$ cat src/rtl/lcd_text_refresh_pkg.sv
// Shared LCD command constants and state encodings for the text refresh engine.
package lcd_text_refresh_pkg;

  localparam logic [7:0] LCD_FUNC_SET   = 8'h28;
  localparam logic [7:0] LCD_ENTRY_INC  = 8'h06;
  localparam logic [7:0] LCD_DISP_CTRL  = 8'h08;
  localparam logic [7:0] LCD_CLEAR      = 8'h01;
  localparam logic [7:0] LCD_SET_DDRAM  = 8'h80;
  localparam logic [7:0] LCD_BLANK      = 8'h20;
  localparam logic [7:0] LCD_ROW_OFFSET = 8'h40;

  typedef enum logic [2:0] {
    INIT_FUNC,
    INIT_ENTRY,
    INIT_DISP,
    INIT_CLR,
    ROW_ADDR,
    CHAR,
    CTRL
  } lcd_state_t;

  typedef enum logic [1:0] {
    HS_IDLE,
    HS_REQ,
    HS_DROP
  } hs_state_t;

  // Display-control command {RS=0, 0000_1DCB}
  function automatic logic [8:0] disp_cmd(input logic [2:0] dcb);
    return {1'b0, LCD_DISP_CTRL | {5'b0, dcb}};
  endfunction

endpackage

$ cat src/rtl/lcd_char_ram.sv
// ROWS x COLS character buffer: byte-strobed word write, word read, and a byte read for refresh.
module lcd_char_ram #(
  parameter int ROWS = 2,
  parameter int COLS = 16,
  localparam int NW = ROWS * COLS / 4,
  localparam int WW = (NW > 1) ? $clog2(NW) : 1,
  localparam int CW = $clog2(ROWS * COLS)
) (
  input  logic          clock,
  input  logic          reset,
  input  logic          wr_en,
  input  logic [WW-1:0] wr_word,
  input  logic [3:0]    wr_strobe,
  input  logic [31:0]   wr_data,
  input  logic [WW-1:0] rd_word,
  output logic [31:0]   rd_data,
  input  logic [CW-1:0] char_idx,
  output logic [7:0]    char_data
);
  import lcd_text_refresh_pkg::*;

  logic [31:0] mem [NW];
  logic [31:0] char_word;

  always_ff @(posedge clock) begin
    if (reset) begin
      for (int unsigned i = 0; i < NW; i++) mem[WW'(i)] <= {4{LCD_BLANK}};
    end else if (wr_en) begin
      for (int unsigned k = 0; k < 4; k++)
        if (wr_strobe[k]) mem[wr_word][8*k +: 8] <= wr_data[8*k +: 8];
    end
  end

  assign rd_data   = mem[rd_word];
  assign char_word = mem[WW'(char_idx >> 2)];
  // Big-endian: column offset 0 lives in byte 3
  assign char_data = char_word[{~char_idx[1:0], 3'b000} +: 8];

endmodule

$ cat src/rtl/lcd_text_refresh.sv
// Character-LCD refresh engine: bus-mapped text buffer and control word, streamed to lcd_ctrl.
module lcd_text_refresh #(
  parameter int ROWS = 2,
  parameter int COLS = 16,
  parameter int AW   = 4
) (
  input  logic          clock,
  input  logic          reset,
  input  logic [AW-1:0] address,
  input  logic [31:0]   data,
  input  logic [3:0]    writeEnable,
  input  logic          readEnable,
  output logic [31:0]   dataOut,
  output logic          ack,
  output logic [8:0]    lcd_command,
  output logic          lcd_write,
  input  logic          lcd_ack
);
  import lcd_text_refresh_pkg::*;

  localparam int NW  = ROWS * COLS / 4;
  localparam int WW  = (NW > 1) ? $clog2(NW) : 1;
  localparam int CW  = $clog2(ROWS * COLS);
  localparam int RW  = (ROWS > 1) ? $clog2(ROWS) : 1;
  localparam int CLW = $clog2(COLS);

  logic          req, in_text, is_ctrl, ctrl_wr;
  logic [31:0]   ram_rd, rd_val;
  logic [2:0]    dcb;
  logic          ctrl_pending;

  lcd_state_t    state, state_nx;
  hs_state_t     hs, hs_nx;
  logic [RW-1:0] row, row_nx;
  logic [CLW-1:0] col, col_nx;
  logic          write_nx, latch, advance;
  logic [8:0]    cmd_sel;
  logic [7:0]    row_base, char_data;
  logic [CW-1:0] char_idx;

  assign req     = (|writeEnable) | readEnable;
  assign in_text = address < AW'(NW);
  assign is_ctrl = address == AW'(NW);
  assign ctrl_wr = is_ctrl & writeEnable[0];
  assign rd_val  = in_text ? ram_rd : (is_ctrl ? {29'b0, dcb} : '0);

  assign row_base = (row[0] ? LCD_ROW_OFFSET : 8'h00) + 8'((row >> 1) * COLS);
  assign char_idx = CW'(int'(row) * COLS + int'(col));

  lcd_char_ram #(
    .ROWS(ROWS),
    .COLS(COLS)
  ) u_ram (
    .clock    (clock),
    .reset    (reset),
    .wr_en    (in_text & (|writeEnable)),
    .wr_word  (WW'(address)),
    .wr_strobe(writeEnable),
    .wr_data  (data),
    .rd_word  (WW'(address)),
    .rd_data  (ram_rd),
    .char_idx (char_idx),
    .char_data(char_data)
  );

  always_ff @(posedge clock) begin
    if (reset) begin
      ack          <= 1'b0;
      dataOut      <= '0;
      dcb          <= 3'b100;
      ctrl_pending <= 1'b0;
    end else begin
      ack <= req;
      if (readEnable) dataOut <= rd_val;
      if (ctrl_wr) begin
        dcb          <= data[2:0];
        ctrl_pending <= 1'b1;
      end else if (latch && state == CTRL) begin
        ctrl_pending <= 1'b0;
      end
    end
  end

  always_ff @(posedge clock) begin
    if (reset) begin
      state       <= INIT_FUNC;
      hs          <= HS_IDLE;
      row         <= '0;
      col         <= '0;
      lcd_write   <= 1'b0;
      lcd_command <= '0;
    end else begin
      state     <= state_nx;
      hs        <= hs_nx;
      row       <= row_nx;
      col       <= col_nx;
      lcd_write <= write_nx;
      if (latch) lcd_command <= cmd_sel;
    end
  end

  always_comb begin
    cmd_sel = '0;
    case (state)
      INIT_FUNC:  cmd_sel = {1'b0, LCD_FUNC_SET};
      INIT_ENTRY: cmd_sel = {1'b0, LCD_ENTRY_INC};
      INIT_DISP:  cmd_sel = disp_cmd(dcb);
      INIT_CLR:   cmd_sel = {1'b0, LCD_CLEAR};
      ROW_ADDR:   cmd_sel = {1'b0, LCD_SET_DDRAM | row_base};
      CHAR:       cmd_sel = {1'b1, char_data};
      CTRL:       cmd_sel = disp_cmd(dcb);
      default:    cmd_sel = '0;
    endcase
  end

  always_comb begin
    hs_nx    = hs;
    write_nx = lcd_write;
    latch    = 1'b0;
    advance  = 1'b0;
    case (hs)
      HS_IDLE: begin
        latch    = 1'b1;
        write_nx = 1'b1;
        hs_nx    = HS_REQ;
      end
      HS_REQ: if (lcd_ack) begin
        write_nx = 1'b0;
        hs_nx    = HS_DROP;
      end
      HS_DROP: if (!lcd_ack) begin
        advance = 1'b1;
        hs_nx   = HS_IDLE;
      end
      default: hs_nx = HS_IDLE;
    endcase

    state_nx = state;
    row_nx   = row;
    col_nx   = col;
    if (advance) begin
      case (state)
        INIT_FUNC:  state_nx = INIT_ENTRY;
        INIT_ENTRY: state_nx = INIT_DISP;
        INIT_DISP:  state_nx = INIT_CLR;
        INIT_CLR:   state_nx = ROW_ADDR;
        ROW_ADDR:   state_nx = CHAR;
        CHAR: begin
          if (col == CLW'(COLS - 1)) begin
            col_nx   = '0;
            row_nx   = (row == RW'(ROWS - 1)) ? '0 : row + 1'b1;
            state_nx = ctrl_pending ? CTRL : ROW_ADDR;
          end else begin
            col_nx = col + 1'b1;
          end
        end
        CTRL:       state_nx = ROW_ADDR;
        default:    state_nx = INIT_FUNC;
      endcase
    end
  end

endmodule

$ cat config.mk
export PLATFORM = sky130hd
export DESIGN_NAME = lcd_text_refresh
export DESIGN_NICKNAME = d
export VERILOG_FILES = /design/src/rtl/lcd_text_refresh_pkg.sv /design/src/rtl/lcd_char_ram.sv /design/src/rtl/lcd_text_refresh.sv
export SDC_FILE = /design/constraint.sdc
export NUM_CORES = 1
export LEC_CHECK = 0
export CAP_MARGIN = 40
export CORE_MARGIN = 5
export CORE_UTILIZATION = 61
export DETAILED_ROUTE_END_ITERATION = 6
export GPL_TIMING_DRIVEN = 0
export HOLD_SLACK_MARGIN = 0.08
export PLACE_DENSITY = 0.85
export SYNTH_ARGS = -nofsm -noshare
export SYNTH_HDL_FRONTEND = slang
export SYNTH_SLANG_ARGS = --single-unit
$ cat constraint.sdc
create_clock -name clock -period 4.32 [get_ports clock]
set_clock_uncertainty 0.2 [all_clocks]
set_input_delay 0.864 -clock clock [delete_from_list [all_inputs] [get_ports clock]]
set_output_delay 0.864 -clock clock [all_outputs]
set_load 0.02 [all_outputs]
=== Word-level counts from Yosys, hierarchy flattened ===
Memory sizes are Yosys's and may differ from the RTL's.
Index checks and enable logic that the tools add are counted.

* Bits in latches: 0
* Bits in writable memories: 256
* Bits in registers: 57
* Bits in read-only memories: 0
* Memories: 1

{| class="wikitable"
|+ Memories
! name !! words !! width !! rd ports !! clocked after Yosys merged registers in !! wr ports !! line !! RTL
|-
| u_ram.mem || 8 || 32 || 2 || 0 || 8 || lcd_char_ram.sv:22 || <nowiki>logic [31:0] mem [NW];</nowiki>
|}

* Multiply operators: 0
* Bitwise operators: 4
* Equality and inequality tests: 13
* $lt $le $gt $ge: 1
* Shift operators: 1
* Div/mod/pow operators: 0
* Reductions and logical operators: 14
* Add/subtract/negate cells: 3
* Muxes and demuxes: 40

{| class="wikitable"
|+ Operators with widths
! cell !! number
|-
| two-way mux 32 bit || 2
|-
| one-hot mux 9 bit (6 select lines) || 1
|-
| OR reduction 32 bit || 1
|-
| variable part select 32 x 6 -> 8 bit || 1
|-
| two-way mux 1 bit || 25
|-
| one-hot mux 3 bit (6 select lines) || 1
|-
| == test 3 bit, second input constant || 3
|-
| two-way mux 3 bit || 3
|-
| == test 4 bit, second input constant || 2
|-
| two-way mux 4 bit || 2
|-
| AND reduction 2 bit || 4
|-
| two-way mux 7 bit || 1
|-
| == test 3 x 2 -> 1 bit, second input constant || 2
|-
| two-way mux 2 bit || 3
|-
| != test 2 bit, second input constant || 3
|-
| one-hot mux 2 bit (3 select lines) || 1
|-
| adder 5 x 4 -> 5 bit || 1
|-
| adder 4 x 1 -> 4 bit, second input constant || 1
|-
| less-than comparator 4 bit, second input constant || 1
|-
| nonzero test 2 bit || 2
|-
| OR reduction 2 bit || 2
|-
| OR reduction 4 bit || 1
|-
| == test 3 x 1 -> 1 bit, second input constant || 1
|-
| logical NOT 3 bit || 1
|-
| 10 further kinds || 11
|}

=== Depth between registers and ports, before layout ===
* Word-level depth: 7
* Mapped depth: 8
* Gate-level depth less buffers: 6

=== Modules after synthesis ===
From an unflattened synthesis, not the netlist that was laid out.

* Cells, all modules: 1070
* Area, all modules: 15854.0 µm²

{| class="wikitable"
|+ Modules (own cells, without submodules)
! module !! instances !! cells each !! area an instance (µm²) !! seq. area each (µm²)
|-
| lcd_char_ram || 1 || 820 || 13611.8 || 7687.4
|-
| lcd_text_refresh || 1 || 250 || 2242.2 || 1141.1
|}

=== Worst setup path before layout ===
OpenSTA, ideal clock, no wires.

* Path kind: input to register
* Start: in address[2]
* End: mem u_ram.mem[5][10] (enable)
* Path slack: 1.567 ns
* Setup time: 0.309 ns
* Required time: 3.811 ns
* Arrival time: 2.244 ns
* Path buffers: 4
* Cell stages on the path: 7
* Path through: buf_2 buf_4 buf_2 buf_2 nand2_1 nor2_1 or2_2

{| class="wikitable"
|+ RTL lines
! element !! line !! RTL
|-
| start, declared || lcd_text_refresh.sv:9 || <nowiki>input logic [AW-1:0] address,</nowiki>
|-
| end, declared || lcd_char_ram.sv:22 ||
|}

==> results.md <==
* Port Buffers at 83
* Arr. time, crit path at 4.39 ns
* Die Y at 171 um
* Largest net degree at the start of global routing at 14
* Fmax at 228 MHz
* Worst setup SP type: primary input
* Worst ir drop on vdd at 0.250 mV
* Utilization after layout at 70.6%
* Switching Power at 1.74 mW
* Initial DRC Count at 2,782
* Most used DFF post-synth: edfxtp_1
* Status: complete, but fails checks
* Boundary Pins at 87
* Layout Nets at 1,405
* Grt total ovfl at 0
* Pwr/cell area at 384 mW/mm^2
* Routed WL at 56,100 um
* CTS resizes at 0
* Yosys reg bits at 313
* CP max FO at 10
* Tot Pwr at 7.00 mW
* Clk slew on worst S/H paths at 0.05 ns
* Flop pwr share at 50.7%
* Drc violations at 0
* Drt pass-1 iters at 7
* Post CTS Setup Buffer Count at 0
* Int Pwr at 5.26 mW
* Antenna Nets Post-Route at 0
* Commonest non-fill, non-tap cell in the layout: edfxtp_1
* Static Leak at 6.16 nW
* CTS tree: built
* GRT Total Usage at 38.1%
* WS Path Type: in2reg
* Placed insts at 1,659
* Async SR Flop Fraction at 0%
* CORE AREA at 0.0258 mm^2
* Die width at 171 um
* Worst-Skew Late Latency at 0.52 ns
* Design Area, Final at 0.0183 mm^2
* Vias after detailed routing at 12,600
* EDFF count, synth at 256
* # rows at 59
* Minimum clock period at 4.39 ns
* Layout area overhead at 14.8%
* Setup TNS at -1.31 ns
* H-tree lvl count at 2
* Final setup vio count at 24
* Share of layout cells above drive strength 1 at 16.9%
* Failing checks: setup timing
* Seq/Total Area, Yosys at 55.5%
* Least-Margin Pin Slew at 1.09 ns
* CP endpoint kind: flip-flop
* WHS at 0.261 ns
* Initial Util at 61.5%
* Number of global-route vias before repair at 12,400
* Post-cts hold buffer count at 0
* Comb pwr share at 10.2%
* Clock root buffer: clkbuf_16
* GP Congestion at 1.08
* Antenna violations before repair at 1
* HP Class: reg2reg
* Rel. slew slack at 27.2%
* Max-slew violations at 0
* Synth Instances at 1,234
* Yosys warnings at 0
* Number of buffers on the longest clock path at 3
* First-pass GRT wire length at 79,800 um
* Final Hold Violating Endpoints at 0
* Netlist Area Pre-Place at 0.0159 mm^2
* Dpl ws at -0.325 ns
* Switching Fraction at 24.9%
* Clock sink count at 313
* Synthesized Nets at 1,279
* Detailed Place HPWL at 38,900 um
* Final WS setup at -0.0727 ns
* Final worst-path cycle share at 102%
* RSZ-0062 raised after global routing: no
* Commonest non-fill, non-tap cells in the layout: 256 x edfxtp_1, 223 x and2_1, 83 x mux4_2, 83 x clkdlybuf4s50_1, 82 x nor2_1
* WL/cell at 32.6 um
* Required @ worst endpoint at 4.31 ns
* Cell Area, Placed at 0.0172 mm^2
* TritonCTS Buffers at 34
* Max_cap viols at 0
* Clock power frac at 39.1%
* Final non-filler cell total at 1,720
* Syn avg cell area at 12.9 um^2
* Drt via density at 7.32
* Yosys cell types at 56
* Die Area at 0.0294 mm^2
## synthesized netlist by cell type (6+ instances only)
cell | n | area (um^2)
edfxtp_1 | 256 | 7690
and2_1 | 223 | 1400
mux4_2 | 83 | 1870
nor2_1 | 82 | 308
nand2_1 | 65 | 244
dfxtp_1 | 57 | 1140
a21oi_1 | 47 | 235
clkbuf_1 | 41 | 154
a22oi_1 | 35 | 263
or2_2 | 34 | 213
or3_1 | 34 | 213
a221oi_1 | 28 | 245
buf_2 | 27 | 135
mux2_2 | 26 | 293
mux2i_1 | 26 | 260
o21ai_0 | 20 | 100
o22ai_1 | 17 | 106
nor2b_1 | 13 | 81.3
nor3_1 | 12 | 60.1
inv_1 | 9 | 33.8
nand3_1 | 9 | 45.0
buf_4 | 6 | 45.0
## power by group through the flow
stage / sequential, mW / clock, mW / combinational [mW]
2_1_floorplan: 3.56 / 0 / 0.361
3_3_place_gp: 3.58 / 0 / 0.650
3_5_place_dp: 3.59 / 0 / 0.671
4_1_cts: 3.53 / 2.72 / 0.675
5_1_grt: 3.55 / 2.86 / 0.728
6_report: 3.55 / 2.74 / 0.716
## area by class of cell
| cell class | instances | area (um^2) |
|---|---|---|
| Buffer | 80 | 390 |
| Sequential cell | 313 | 8830 |
| Fill cell | 1751 | 7580 |
| Multi-Input combinational cell | 830 | 6640 |
| Tap cell | 335 | 419 |
| Antenna cell | 1 | 2.50 |
| Inverter | 11 | 41.3 |
| Timing Repair Buffer | 90 | 910 |
| Clock inverter | 13 | 57.6 |
| Clock buffer | 47 | 963 |
## critical path, cell delays in order
cell             delay [ns]
clkdlybuf4s50_1        0.63
nor2b_1                0.83
buf_2                  0.52
nand2_1                0.43
nor2_1                 0.68
or2_2                  0.42
## flip-flops by register name (all words and copies together) (netlist names)
name	flops
lcd_command	9
dcb	3
lcd_write	1
dataOut	32
ack	1
state	3
col	4
hs	2
ctrl_pending	1
u_ram.mem	256
row	1
## metal layers
metal / GRT usage [%] / wire length, um / vias to the layer above
met5: 0.167 / 0 / -
met4: 24.1 / 4750 / 0
met3: 17.5 / 10000 / 400
met2: 54.2 / 23400 / 1329
met1: 47.5 / 17900 / 5899
li1: - / - / 4969
## final timing paths
check	cells after the start	startpoint	slack, ns	end
hold / removal	2	dataOut[3]$_SDFFE_PP0P_	0.26	dataOut[3]$_SDFFE_PP0P_
setup / recovery	6	address[1]	-0.07	u_ram.mem[6][25]$_SDFFCE_PN0P_
setup reg to reg	7	row$_SDFFE_PP0P_	1.48	lcd_command[1]$_SDFFE_PP0P_
hold reg to reg	2	dataOut[3]$_SDFFE_PP0P_	0.26	dataOut[3]$_SDFFE_PP0P_
## cells by family after synthesis
group	after synthesis	share of synthesized area (%)
AO/OA/AOI/OAI	201	8.79
XOR/XNOR	3	0.165
adder cells (fa/ha/maj)	1	0.0787
buffers and inverters	91	2.71
flip-flops	313	55.5
multiplexers	140	16.1
AND/OR/NAND/NOR	485	16.7
Power figures use the tool's default switching activity.
